[src/rtl/dmem_pkg.sv]
// dmem_pkg: shared types, constants and helpers for the data-memory responder
package dmem_pkg;
  localparam logic [31:0] MMIO_ADDR_DEFAULT = 32'h0000_FFFC;
  typedef struct packed {
    logic [29:0] index;
    logic [31:0] data;
  } sb_entry_t;
  function automatic int idx_w(input int depth_words);
    return $clog2(depth_words);
  endfunction
endpackage

[src/rtl/dmem_store_buffer.sv]
// dmem_store_buffer: in-order circular store FIFO with youngest-match lookup
module dmem_store_buffer
  import dmem_pkg::*;
#(
  parameter int SB_DEPTH = 4,
  localparam int PW = $clog2(SB_DEPTH),
  localparam int CW = $clog2(SB_DEPTH + 1)
) (
  input  logic              clk,
  input  logic              reset,
  input  logic              push_i,
  input  sb_entry_t         push_entry_i,
  input  logic              pop_i,
  input  logic [29:0]       lookup_idx_i,
  output sb_entry_t         head_o,
  output logic [CW-1:0]     count_o,
  output logic              hit_o,
  output logic [31:0]       hit_data_o
);
  logic [PW-1:0] head_q, tail_q;
  logic [CW-1:0] count_q;
  sb_entry_t     mem_q [SB_DEPTH];
  assign head_o  = mem_q[head_q];
  assign count_o = count_q;
  // pointer and occupancy update; push and pop are never requested together
  always_ff @(posedge clk) begin
    if (reset) begin
      head_q  <= '0;
      tail_q  <= '0;
      count_q <= '0;
    end else begin
      if (push_i) tail_q <= tail_q + 1'b1;
      if (pop_i) head_q <= head_q + 1'b1;
      count_q <= push_i ? count_q + 1'b1 : pop_i ? count_q - 1'b1 : count_q;
    end
  end
  // entry storage, payload needs no reset
  always_ff @(posedge clk) begin
    if (push_i && !reset) mem_q[tail_q] <= push_entry_i;
  end
  // scan oldest to youngest so the last match seen is the youngest store
  always_comb begin
    hit_o      = 1'b0;
    hit_data_o = '0;
    for (int k = 0; k < SB_DEPTH; k++) begin
      if (CW'(k) < count_q && mem_q[head_q + PW'(k)].index == lookup_idx_i) begin
        hit_o      = 1'b1;
        hit_data_o = mem_q[head_q + PW'(k)].data;
      end
    end
  end
endmodule

[src/rtl/dmem_responder.sv]
// dmem_responder: store-buffered word RAM with forwarding; optional completion register under DMEM_MMIO_EN
module dmem_responder
  import dmem_pkg::*;
#(
  parameter int          DEPTH_WORDS = 64,
  parameter int          SB_DEPTH    = 4,
  parameter logic [31:0] MMIO_ADDR   = MMIO_ADDR_DEFAULT,
  localparam int         CW          = $clog2(SB_DEPTH + 1)
) (
  input  logic          clk,
  input  logic          reset,
  input  logic          memwrite,
  input  logic [31:0]   dataadr,
  input  logic [31:0]   writedata,
  output logic [31:0]   readdata,
  output logic          stall,
  output logic [CW-1:0] sb_count,
  output logic          mmio_done,
  output logic [31:0]   mmio_value
);
  localparam int IW = idx_w(DEPTH_WORDS);
`ifdef DMEM_MMIO_EN
  localparam logic MMIO_EN = 1'b1;
`else
  localparam logic MMIO_EN = 1'b0;
`endif
  logic [31:0]   ram_q [DEPTH_WORDS];
  logic [IW-1:0] idx;
  logic          is_mmio, mmio_wr, push, drain, hit;
  logic [31:0]   hit_data;
  sb_entry_t     head;
  logic          mmio_done_q;
  logic [31:0]   mmio_value_q;
  assign idx        = dataadr[IW+1:2];
  assign is_mmio    = MMIO_EN && dataadr == MMIO_ADDR;
  assign mmio_wr    = memwrite && is_mmio;
  assign stall      = sb_count == CW'(SB_DEPTH);
  assign push       = memwrite && !is_mmio && !stall;
  assign drain      = !reset && sb_count != '0 && !push && !mmio_wr;
  assign mmio_done  = mmio_done_q;
  assign mmio_value = mmio_value_q;
  dmem_store_buffer #(.SB_DEPTH(SB_DEPTH)) u_sb (
    .clk          (clk),
    .reset        (reset),
    .push_i       (push),
    .push_entry_i ('{index: 30'(idx), data: writedata}),
    .pop_i        (drain),
    .lookup_idx_i (30'(idx)),
    .head_o       (head),
    .count_o      (sb_count),
    .hit_o        (hit),
    .hit_data_o   (hit_data)
  );
  // retire the head entry into RAM on cycles with no accepted store
  always_ff @(posedge clk) begin
    if (drain) ram_q[IW'(head.index)] <= head.data;
  end
  // completion register, sticky until reset
  always_ff @(posedge clk) begin
    if (reset) begin
      mmio_done_q  <= 1'b0;
      mmio_value_q <= '0;
    end else if (mmio_wr) begin
      mmio_done_q  <= 1'b1;
      mmio_value_q <= writedata;
    end
  end
  // load path: completion register, then youngest buffered store, then RAM
  always_comb begin
    readdata = is_mmio ? mmio_value_q : hit ? hit_data : ram_q[idx];
  end
endmodule

[config.mk]
export PLATFORM = sky130hd
export DESIGN_NAME = dmem_responder
export DESIGN_NICKNAME = d
export VERILOG_FILES = /design/src/rtl/dmem_pkg.sv /design/src/rtl/dmem_store_buffer.sv /design/src/rtl/dmem_responder.sv
export SDC_FILE = /design/constraint.sdc
export NUM_CORES = 2
export LEC_CHECK = 0
export CAP_MARGIN = 20
export CELL_PAD_IN_SITES_DETAIL_PLACEMENT = 1
export CELL_PAD_IN_SITES_GLOBAL_PLACEMENT = 2
export CORE_ASPECT_RATIO = 2
export CORE_MARGIN = 2
export CORE_UTILIZATION = 45
export CTS_BUF_LIST = sky130_fd_sc_hd__clkbuf_16
export DETAILED_ROUTE_END_ITERATION = 8
export GPL_TIMING_DRIVEN = 1
export PLACE_DENSITY = 0.75
export SETUP_SLACK_MARGIN = 0.4
export SYNTH_ARGS = -nofsm -noshare
export SYNTH_HDL_FRONTEND = slang
export SYNTH_SLANG_ARGS = --single-unit
[constraint.sdc]
create_clock -name clk -period 4.1 [get_ports clk]
set_input_delay 0.41 -clock clk [delete_from_list [all_inputs] [get_ports clk]]
set_output_delay 0.41 -clock clk [all_outputs]
set_load 0.05 [all_outputs]
# After elaboration in Yosys (flattened, before gate mapping)
# Memories as Yosys holds them, arrays and structs flattened. A register that Yosys moved wholly into a read port is not among the register bits.
# Index checks and enable logic that the tools add are counted.
[word_totals]
ram_bits = 2200
output_inout_bits = 69
input_bits = 67
mem_count = 2
register_bits = 7
wordCells = 50
[memory_table]
columns = ["name", "depth", "word_bits", "read_ports", "rd_clocked_by_memory_dff", "wr", "line_no", "rtl"]
rows = [
  ["ram_q", 64, 32, 1, 0, 1, "dmem_responder.sv:27", "logic [31:0] ram_q [DEPTH_WORDS];"],
  ["u_sb.mem_q", 4, 38, 4, 1, 1, "dmem_store_buffer.sv:22", "sb_entry_t mem_q [SB_DEPTH];"],
]
[classes]
n_eq_ne = 5
n_reduce_logical = 13
n_mux = 17
n_lt_le_gt_ge = 4
n_addsub = 6
[ops]
columns = ["cell", "n"]
rows = [
  ["$mux 32", 5],
  ["$eq 30x6->1", 4],
  ["$logic_and 1x1->1", 8],
  ["$mux 1", 8],
  ["$lt 1x3->1 const A", 2],
  ["$lt 2x3->1 const A", 2],
  ["$mux 3", 2],
  ["$add 2x1->2 const B", 2],
  ["$add 2x2->2 const B", 2],
  ["$mux 2", 2],
  ["$add 3x1->3 const B", 1],
  ["$eq 3x3->1 const B", 1],
  ["$logic_not 1->1", 3],
  ["$reduce_bool 3->1", 1],
  ["$sub 3x1->3 const B", 1],
  ["$reduce_bool 2->1", 1],
]

# Longest topological paths before layout
# An unclocked memory read counts as a cell.
[logic_depth]
ltp_word = 8
depth_mapped = 12
mapped_depth_nobuf = 8

# By module
# Synthesis repeated with hierarchy kept, for this count alone.
[unflattened]
cells_unflattened = 4925
area_unflattened_um2 = 96369.9
[by_module_without_submodules]
columns = ["mod", "cells_per_inst", "seq_area_each_um2", "area_each_um2", "instances"]
rows = [
  ["dmem_responder", 3832, 61499.0, 79482.5, 1],
  ["dmem_store_buffer", 1093, 7627.3, 16887.4, 1],
]

# Worst setup path before layout
# No wires, ideal clock.
[synth_timing]
path_type = "reg2reg"
from = "reg u_sb.count_q[0], in the netlist u_sb.count_o[0]"
to = "mem ram_q[47][0], enable pin"
arrival_ns = 3.349
path_stages_with_launch = 8
synth_period_minus_slack_ns = 3.770
n_path_buf = 1
setup_slack_ns = 0.330
required_ns = 3.679
setup_ns = 0.421
cell_sequence = "dfxtp_1 > inv_1 > ha_1 > clkbuf_1 > a21o_1 > nor3b_1 > nand2_1 > nor2_1"
[synth_via]
elab_chain_cells = 7
word_cells_on_any_way = 9
cone_classes = "eq/ne (1); mux (2); reduce/logical (6)"
[synth_rtl]
columns = ["item", "line_no", "rtl"]
rows = [
  ["start: declaration", "dmem_store_buffer.sv:21", "logic [CW-1:0] count_q;"],
  ["start signal: assignment", "dmem_store_buffer.sv:34", "count_q <= push_i ? count_q + 1'b1 : pop_i ? count_q - 1'b1 : count_q;"],
  ["$eq 3x3->1", "dmem_responder.sv:37", "assign stall = sb_count == CW'(SB_DEPTH);"],
  ["$logic_not 1->1", "dmem_responder.sv:38", "assign push = memwrite && !is_mmio && !stall;"],
  ["$logic_and 1x1->1", "dmem_responder.sv:38", ""],
  ["$logic_not 1->1", "dmem_responder.sv:39", "assign drain = !reset && sb_count != '0 && !push && !mmio_wr;"],
  ["$logic_and 1x1->1 *", "dmem_responder.sv:39", ""],
  ["$mux 1 *", "dmem_responder.sv:56", "if (drain) ram_q[IW'(head.index)] <= head.data;"],
  ["$mux 1 (implied by the code) *", "dmem_responder.sv:56", ""],
  ["end: declaration", "dmem_responder.sv:27", ""],
]
# Every way passes the cells marked *; elsewhere a longest branch is shown, timed or not.

==> summary.md <==
| Metric | Value |
|---|---|
| Layout-stage area growth over the synthesis result | 16.82% |
| Total Wirelength | 255.2 mm |
| Total number of vias | 48870 |
| Area enclosed by the die boundary | 0.2027 sq mm |
| Kind of start point of the critical path | register |
| Longest Clk Path Bufs | 4 |
| Count of hold buffers inserted by post-cts repair | 0 |
| Routability cong. | 0.8150 |
| Share of flip-flops with an asynchronous set or reset after synthesis | 0 |
| Core area | 0.1977 sq mm |
| Die span in y | 634.7 um |
| Finish-stage setup viols | 31 |
| Number of unique standard cell types used by synthesis | between 50 and 60 |
| Number of I/O port buffers | 76 |
| Number of sinks handled by clock tree synthesis | approximately 2200 |
| Number of antenna violations at the first check in global routing | 1 |
| Synth area leader | sky130_fd_sc_hd__edfxtp_1 |
| Path class of the lowest-slack min-delay path | input pin to register |
| Starting density of the core | 0.4528 |
| Final core utilization | 0.5289 |
| Slew Viols, Final | 0 |
| Fraction of post-synthesis cell area in the top cell type by area | 0.7381 |
| Unrepaired setup endpoints after global routing | yes |
| Number of enable-type register cells in the synthesized netlist | 2200 |
| Headroom to the max-slew limit | 0.2428 |
| CTS Root Buffer Type | sky130_fd_sc_hd__clkbuf_16 |
| Overall global routing resource usage | 0.2510 |
| Leakage power of the design | around 33 nW |
| ANT nets after route | 0 |
| Detailed Route Iter0 Violations | 4506 |
| Post-Syn Area | 0.08951 sq mm |
| Crit path setup slack, layout | -196.7 ps |
| Arrival time at the worst endpoint | roughly 3900 ps |
| Failing checks | negative setup slack |
| Skew-Pair Late Insertion Delay | 840 ps |
| Global-route wire length before repair | 367.8 mm |
| Inserted Clock Buffers | 189 |
| Syn Inst Count | 4713 |
| Launch instance of the worst min-delay path | dataadr[3] |
| Kind of critical path | register to output port |
| P per Cell Area | 524.4 mW/mm^2 |
| Type of destination of the critical path | output port |
| Post-synthesis register bit count | about 2200 |
| Area of the multi-input gates | between 0.02 and 0.025 sq mm |
| Synthesized area divided by synthesized cell count | 18.99 sq um |
| Per-cell routed wire length | 32.39 um |
| Fraction of final layout cells sized beyond drive strength 1 | 0.2664 |
| # H-tree levels | 4 |
| Required arrival time at the worst endpoint | 3690 ps |
| Crit path max fanout | 7 |
| Number of fill cells | 17770 |
| Total non-filler cell area in the finished layout | 0.1046 sq mm |
| Run status | finished, violations left |
| Main synth FF type | sky130_fd_sc_hd__edfxtp_1 |
| CTS tree | yes |
| Boundary Pins | 136 |
| Number of standard-cell rows in the floorplan | 231 |
| Worst-case vdd ir drop | 0.0004897 V |
| Count of max-cap constraint violations | 0 |
| Clock-pin slew of the registers on the worst-case setup and hold paths | 70 ps |
| Net total in the final layout | 5245 |
| Final hold viol count | 0 |
| Via count of the first global-routing pass | roughly 50000 |
| Most area-consuming cells after synthesis | sky130_fd_sc_hd__edfxtp_1, sky130_fd_sc_hd__mux4_2, sky130_fd_sc_hd__mux2i_1 |
| DRC violations left | 0 |
| Count of synthesis-stage warnings from yosys | 0 |
| DR pass1 iterations | 6 |
| Residual overflow from global routing | 0 |
| Highest Clock Rate | 0.2327 GHz |
| Measured slew at the worst slew-check pin | 1107 ps |
| Minimum period implied by the final worst setup slack | 4297 ps |
| Final critical-path share of the clock period | 1.048 |
| Maximum number of pins on one net before global-route repair | 88 |
| Horizontal extent of the die | around 320 um |
| Register area share after synthesis | 0.7401 |
| Placed cell areas | 0.09712 sq mm |
| Register cell area after layout | 0.06626 sq mm |
| Final HPWL from detailed placement | 162.3 mm |
| Per-cell via count in the routed design | 6.201 |
| Post-Route Skew | ~27 ps |
[metrics by stage]
| step | cells | setup slack (ps) | hold slack [ps] | total power, mW | TNS (ps) |
|---|---|---|---|---|---|
| CTS | 7863 | -177.7 | 130.7 | 55.04 | -2841 |
| global route | 7879 | -298.2 | 174.7 | 56.36 | -6774 |
| detailed placement | 7491 | -297.2 | 583.4 | 36.49 | -827.2 |
| floorplan | 4745 | 330.3 | 508.9 | 33.00 | 0 |
| finish | 7880 | -196.7 | 182.7 | 54.84 | -3772 |
| global placement | 7491 | -207.3 | 561.7 | 36.06 | -757.0 |
[area by class of cell]
cell class | count | share of cell area
multi-input cells | 2158 | 0.2170
flip-flops and latches | 2209 | 0.6336
diodes | 2 | 0.00004786
well taps | 2563 | 0.03067
repair buffers | 573 | 0.05825
inverters | 39 | 0.001400
clock buffers | 195 | 0.04667
clock inverters | 141 | 0.01238
[placed cells by master (no fill, tap or decap), types with 66 or more instances in the layout]
master,instances
sky130_fd_sc_hd__nor2b_1,182
sky130_fd_sc_hd__inv_1,70
sky130_fd_sc_hd__mux2i_1,275
sky130_fd_sc_hd__mux4_2,404
sky130_fd_sc_hd__edfxtp_1,2200
sky130_fd_sc_hd__a21oi_1,68
sky130_fd_sc_hd__nor2_1,125
sky130_fd_sc_hd__a211oi_1,297
sky130_fd_sc_hd__a22oi_1,88
sky130_fd_sc_hd__a2111oi_0,88
sky130_fd_sc_hd__buf_4,390
sky130_fd_sc_hd__buf_12,111
sky130_fd_sc_hd__mux2_2,66
sky130_fd_sc_hd__clkbuf_16,196
[timing repair]
| action | 4_1_cts | 5_1_grt |
|---|---|---|
| cloned | 7 | 1 |
| pin swaps | 18 | 16 |
| setup buffers | 29 | 10 |
| setup endpoints to repair | 32 | 32 |
| gates resized for setup | 86 | 31 |
[cell usage after synthesis (23+ instances only)]
library cell	count
sky130_fd_sc_hd__a2111oi_0	96
sky130_fd_sc_hd__a211oi_1	298
sky130_fd_sc_hd__a21boi_0	24
sky130_fd_sc_hd__a21oi_1	68
sky130_fd_sc_hd__a22oi_1	88
sky130_fd_sc_hd__a31oi_1	62
sky130_fd_sc_hd__and3_1	24
sky130_fd_sc_hd__buf_2	123
sky130_fd_sc_hd__buf_4	56
sky130_fd_sc_hd__clkbuf_1	134
sky130_fd_sc_hd__edfxtp_1	2200
sky130_fd_sc_hd__inv_1	39
sky130_fd_sc_hd__mux2_2	66
sky130_fd_sc_hd__mux2i_1	275
sky130_fd_sc_hd__mux4_2	404
sky130_fd_sc_hd__nand2_1	55
sky130_fd_sc_hd__nand3_1	33
sky130_fd_sc_hd__nor2_1	193
sky130_fd_sc_hd__nor2b_1	184
sky130_fd_sc_hd__nor3_1	39
sky130_fd_sc_hd__nor4_1	25
sky130_fd_sc_hd__o21ai_0	41
sky130_fd_sc_hd__o311ai_1	30
sky130_fd_sc_hd__xnor2_1	23
[routing by layer]
metal	track usage	wire, um	vias to the layer above
li1	-	-	20400
met1	0.2984	94540	26340
met2	0.4654	138300	1674
met3	0.02598	11950	457
met4	0.09759	10390	0
met5	0	0	-
[cells by family (layout without fill, tap and decap cells)]
| group | count (synthesis) | after routing | synth area share |
|---|---|---|---|
| buf+inv | 378 | 948 | 0.02014 |
| mux | 745 | 745 | 0.1407 |
| fa+ha+maj | 8 | 8 | 0.001118 |
| flops | 2209 | 2209 | 0.7401 |
| xor+xnor | 31 | 31 | 0.003117 |
| compound gates | 746 | 746 | 0.06076 |
| simple gates | 595 | 595 | 0.03404 |
| other cells | 1 | 35 | 0.00004189 |
[power by group]
group	internal, mW	switching [mW]	leakage [nW]
Clock	10.2	8.12	3.13
Combinational	2.87	5.86	10.4
Sequential	27.6	0.202	19.9
[critical path, cell delays in order, from the launching register on]
cell,delay (ps)
sky130_fd_sc_hd__dfxtp_4,420
sky130_fd_sc_hd__mux4_2,580
sky130_fd_sc_hd__xnor2_2,200
sky130_fd_sc_hd__nand3_2,120
sky130_fd_sc_hd__a2111oi_4,320
sky130_fd_sc_hd__buf_4,190
sky130_fd_sc_hd__o21bai_4,130
sky130_fd_sc_hd__buf_12,150
sky130_fd_sc_hd__buf_12,160
sky130_fd_sc_hd__buf_6,120
sky130_fd_sc_hd__o311ai_1,110
sky130_fd_sc_hd__a31oi_1,260
sky130_fd_sc_hd__buf_4,170
sky130_fd_sc_hd__buf_12,130
[final timing paths]
kind	to	slack, ps	depth (start not counted)
max	readdata[20]	-200	13
max reg2reg	ram_q[38][16]	850	6
min	u_sb.mem_q[3][33]	180	2
min reg2reg	u_sb.tail_q[0]	590	2
[state kept, by name, indices dropped and copies added, names as in the netlist, named ones only]
name,flops
u_sb.count_o,3
ram_q,2048
u_sb.tail_q,2
u_sb.head_q,2
u_sb.mem_q,152
Note: power is estimated with default switching activity, not from simulation.
